--- src/rtl/sel_split_pkg.sv ---
// Shared constants and types for the select-split stream stage.
package sel_split_pkg;

  localparam int NUM_OUT_DEF = 4;
  localparam int DATA_W_DEF  = 32;
  localparam int CNT_W_DEF   = 16;

  localparam logic [CNT_W_DEF-1:0] CNT_MAX = {CNT_W_DEF{1'b1}};

  typedef logic [NUM_OUT_DEF-1:0] mask_t;

endpackage

--- src/rtl/sat_cnt.sv ---
// Saturating up-counter: sticks at all-ones instead of wrapping.
module sat_cnt #(
  parameter int W = 16
) (
  input  logic         clk,
  input  logic         rst,
  input  logic         inc_i,
  output logic [W-1:0] cnt_o
);

  logic [W-1:0] cnt_q, cnt_d;

  always_comb begin
    cnt_d = cnt_q;
    if (inc_i && (cnt_q != {W{1'b1}})) cnt_d = cnt_q + 1'b1;
  end

  always_ff @(posedge clk or negedge rst) begin
    if (!rst) cnt_q <= '0;
    else      cnt_q <= cnt_d;
  end

  assign cnt_o = cnt_q;

endmodule

--- src/rtl/sel_split_stream.sv ---
// Routes one input token to any subset of NUM_OUT consumers; the token is held
// until every selected consumer has taken it, then retired.
module sel_split_stream
  import sel_split_pkg::*;
#(
  parameter int NUM_OUT = NUM_OUT_DEF,
  parameter int DATA_W  = DATA_W_DEF,
  parameter int CNT_W   = CNT_W_DEF
) (
  input  logic               clk,
  input  logic               rst,
  input  logic               i_valid,
  output logic               i_ready,
  input  logic [DATA_W-1:0]  i_data,
  input  logic [NUM_OUT-1:0] i_mask,
  output logic [NUM_OUT-1:0] o_valid,
  input  logic [NUM_OUT-1:0] o_ready,
  output logic [DATA_W-1:0]  o_data,
  output logic               o_busy,
  output logic [CNT_W-1:0]   o_tok_cnt,
  output logic [CNT_W-1:0]   o_drop_cnt
);

  logic [NUM_OUT-1:0] pend_q, pend_d, pend_left;
  logic [DATA_W-1:0]  data_q, data_d;
  logic               drain, acc, zero_mask, tok_inc, drop_inc;

  // Channels still owed the token after this cycle's handshakes.
  assign pend_left = pend_q & ~o_ready;
  assign drain     = (pend_left == '0);
  assign acc       = i_valid & drain;
  assign zero_mask = (i_mask == '0);

  // Ready is combinational from o_ready so a drain and a new accept share a cycle.
  assign i_ready   = drain;

  assign tok_inc   = (pend_q != '0) & drain;
  assign drop_inc  = acc & zero_mask;

  always_comb begin
    pend_d = pend_left;
    data_d = data_q;
    if (acc) begin
      pend_d = i_mask;
      if (!zero_mask) data_d = i_data;
    end
  end

  always_ff @(posedge clk or negedge rst) begin
    if (!rst) begin
      pend_q <= '0;
      data_q <= '0;
    end else begin
      pend_q <= pend_d;
      data_q <= data_d;
    end
  end

  assign o_valid = pend_q;
  assign o_data  = data_q;
  assign o_busy  = (pend_q != '0);

  sat_cnt #(.W(CNT_W)) u_tok_cnt (
    .clk   (clk),
    .rst   (rst),
    .inc_i (tok_inc),
    .cnt_o (o_tok_cnt)
  );

  sat_cnt #(.W(CNT_W)) u_drop_cnt (
    .clk   (clk),
    .rst   (rst),
    .inc_i (drop_inc),
    .cnt_o (o_drop_cnt)
  );

endmodule
--- config.mk ---
export PLATFORM = sky130hd
export DESIGN_NAME = sel_split_stream
export DESIGN_NICKNAME = d
export VERILOG_FILES = /design/src/rtl/sel_split_pkg.sv /design/src/rtl/sat_cnt.sv /design/src/rtl/sel_split_stream.sv
export SDC_FILE = /design/constraint.sdc
export NUM_CORES = 1
export LEC_CHECK = 0
export ABC_AREA = 1
export BUFFER_PORTS_ARGS = -buffer_cell sky130_fd_sc_hd__buf_2
export CAP_MARGIN = 25
export CORE_UTILIZATION = 55
export CTS_CLUSTER_DIAMETER = 40
export CTS_CLUSTER_SIZE = 30
export DETAILED_ROUTE_END_ITERATION = 7
export PLACE_DENSITY = 0.85
export SETUP_SLACK_MARGIN = 0.2
export SLEW_MARGIN = 25
export SYNTH_ARGS = -nofsm -noshare
export SYNTH_HDL_FRONTEND = slang
export SYNTH_SLANG_ARGS = --single-unit
--- constraint.sdc ---
create_clock -name clk -period 4.3 [get_ports clk]
set_clock_uncertainty 0.1 [all_clocks]
set_input_delay 0 -clock clk [delete_from_list [all_inputs] [get_ports clk]]
set_output_delay 0 -clock clk [all_outputs]
set_load 0.01 [all_outputs]
==> impl_results.md <==
* Layout cells sized above 1 at 25.69%
* All-layer global routing usage at approximately a third
* Yosys cell types at 26
* Hold-fix buffers, CTS at 41
* Initial DRC count at 277
* Vias in the first global route at about 3.5k
* Most frequent CP cell: nand2_1
* EDFF count, synth at 0
* Minimum clock period at 2.396 ns
* Hold Startpoint: i_valid
* R2r endpoint: o_data[6]
* R2r startpoint: o_valid[1]
* Post-Synth Adder-Cell Area at 0.7077%
* Pleak at 0.002628 µW
* Via count at around 3.6k
* Seq/Total Area, Yosys at ~48%
* Yosys reg bits at 68
* Die W at just over 80 µm
* Post-CTS sizing at 0
* Mux cell area share after synthesis at 0%
* Post-synth ARST share at 100.0%
* Total Wirelength at 10010 µm
* R2r worst-path depth at 8
* Setup TNS at 0 ns
* Die H at 82.18 µm
* Initial antenna violation count at 0
* Post-route ant nets at 0
* Met3 usage at 10.33%
* Worst Path Max Fanout at 33
* Clk root buf: clkbuf_8
* Avg Cell Area, Syn at 7.687 µm²
* Max stage delay cell, worst path: nor2_4
* Placed wire-length estimate at 5768 µm
* Status: finished clean
* Hold EP: u_drop_cnt.cnt_o[13]
* DR pass1 iterations at 5
* Largest family of logic cells by synthesized area: simple AND/OR/NAND/NOR gates
* Initial core utilization at around three fifths
* Area Growth Syn to Fin at 33.55%
* Max Cap Violations at 0
* CTS tree: built
* Die ar. at 6754 µm²
* Crit path launch type: register
* H-tree levels at 3
* R2R Setup Slk at between 1.5 and 2 ns
* Fin. Hold Viols at 0
* WL per Instance at around 14 µm
* Final Max Tran Viols at 0
* Met2 Resource Use GR at 52.40%
* Row cnt at 28
* Top FF cell, synth: dfrtp_1
* Worst Path Required at 4.42 ns
* CP arrival at 2.52 ns
* Met1 global-route usage at 39.32%
* Clock Tree Buf Depth at 2
* DR vias/cell at 5.223
* WS Path Type: reg2reg
* Core Area at about 6000 µm²
* Max Clk Rate at 0.4173 GHz
* RSZ-0062 raised after global routing: false
* Compound-cell area share of the yosys netlist at 4.459%
* Syn nets at 505
* DRC violations left at 0
* Final core utilization at 77.91%
* VDD IR max at 0.3551 mV
* Port Buffer Count at roughly 110
* Xor and xnor fraction of the mapped netlist area at ~3.5%
* Final setup viols at 0
* Hold path depth at 4
* Global route hottest layer: met2
* Total gr overflow at 0
* First-pass GRT wire length at 16200 µm
* CTS sink cnt at 68
* Min-delay worst type: in2reg
* Simple-Gate Fraction of Synth Area at a little over a third
* Clock buffers created by TritonCTS at 9
* Clk_lat worst skew at 0.35 ns
* Fin nets at 659
* Setup crit end kind: register
* Top Ports at 113
* Reg clk slew, reported paths at roughly 0.08 ns
* Largest net degree at the start of global routing at 69
* Rel. slew slack at between 40% and 50%
* # diodes at 0
* Period Utilization, post-route at 55.73%
* Syn Std Cell Area at roughly 3500 µm²
* CP peak stage delay at 0.58 ns
* Synth warn at 0
* Worst path cell trace: nand2_1 > nand2_2 > nor2_8 > nand2_2 > nor2_4 > inv_2 > nand2_1 > nand2_1
* Slew @ Worst Pin at 0.8399 ns
* Power Dens Cells at 449.3 nW/µm²
* Cells after synthesis at 460
* GPL Wtd Cong at 0.8213
* Final hold slack at 0.04086 ns
* Post-CTS setup buffers at 0
* FILL cells at 415
-- final cells by class --
| cell class | instances | area, µm² | share of cell area [%] |
|---|---|---|---|
| Clock buffer | 10 | 137.6 | 2.915 |
| Clock inverter | 6 | 86.33 | 1.828 |
| Inverter | 33 | 123.9 | 2.623 |
| Multi-Input combinational cell | 348 | 1600 | 33.89 |
| Sequential cell | 68 | 1702 | 36.04 |
| Tap cell | 75 | 93.84 | 1.987 |
| Timing Repair Buffer | 154 | 978.4 | 20.72 |
-- state kept, by name (all words and copies together) (netlist names) --
name              count
u_drop_cnt.cnt_o     16
o_data               32
o_valid               4
u_tok_cnt.cnt_o      16
-- critical path, delay by kind of cell (launching register included) --
family	cells	cell delay (ns)
flops	1	0.39
buf+inv	1	0.43
simple gates	7	1.34
-- cell usage after synthesis (4+ instances only) --
| master | instances | area share (%) |
|---|---|---|
| nand2_1 | 223 | 24 |
| dfrtp_1 | 68 | 48 |
| nor2_1 | 31 | 3.3 |
| inv_1 | 30 | 3.2 |
| o21ai_0 | 19 | 2.7 |
| nand2_2 | 15 | 2.7 |
| nand3_1 | 12 | 1.7 |
| o21ai_1 | 11 | 1.6 |
| xor2_1 | 10 | 2.5 |
| nand4_1 | 6 | 1.1 |
| buf_6 | 5 | 1.6 |
| buf_4 | 4 | 0.85 |
| nor2_2 | 4 | 0.71 |
| xnor2_1 | 4 | 0.99 |
-- metal layers --
metal,up-vias,share of wire (%)
met5,-,0
met4,0,2.8
met3,27,7.6
met2,170,48
met1,1706,41
li1,1722,-
-- layout by cell type, fill, tap and decap left out --
master         Yosys  layout
nor2_1            31      31
nor3_1             1       1
nand2_2           15      15
clkinvlp_4         0       1
clkinv_2           0       2
nor2_4             3       3
nand3_1           12      12
nor2_2             4       4
buf_4              4       1
inv_2              3       3
clkbuf_8           0      10
o21bai_1           1       1
nand2_4            1       1
o21ai_0           19      19
nand2_1          223     223
o21ai_1           11      11
dfrtp_1           68      68
nand3b_1           1       1
nand3_2            1       1
nor2_8             2       2
inv_1             30      30
bufinv_16          0       2
nand4_1            6       6
inv_6              0       1
dlygate4sd3_1      0      41
ha_1               2       2
buf_2              0     112
nand3_4            1       1
xor2_1            10      10
xnor2_1            4       4
-- power by group --
group / total, µW / leakage (µW) / switching, µW / internal [µW]
clock: 601 / 0.000113 / 259 / 342
combinational: 611 / 0.00163 / 368 / 243
sequential: 909 / 0.000881 / 129 / 780
-- logic make-up after synthesis --
group                    Yosys count
AO/OA/AOI/OAI                     31
XOR/XNOR                          14
adder cells (fa/ha/maj)            2
buffers and inverters             44
flip-flops                        68
AND/OR/NAND/NOR                  301
-- stage by stage --
step | worst slack (ns) | power (µW) | cell area (µm²) | std cells
after global placement | 2.079 | 1438 | 4088 | 637
final | 1.904 | 2122 | 4722 | 694
after CTS | 1.988 | 2098 | 4722 | 694
after detailed placement | 1.985 | 1465 | 4088 | 637
after floorplan | 2.724 | 1232 | 3536 | 460
after global routing | 1.728 | 2244 | 4722 | 694
-- how the worst max path moves through the flow --
stage | from | endpoint | slack [ns]
2_1_floorplan | u_drop_cnt.cnt_o[0] | u_drop_cnt.cnt_o[6] | 2.72
3_3_place_gp | o_valid[1] | o_data[11] | 2.08
3_5_place_dp | o_valid[1] | o_data[27] | 1.98
4_1_cts | o_valid[1] | o_data[28] | 1.99
5_1_grt | o_valid[1] | o_data[6] | 1.73
6_report | o_valid[1] | o_data[6] | 1.90
Note: power is estimated with default switching activity, not from simulation.
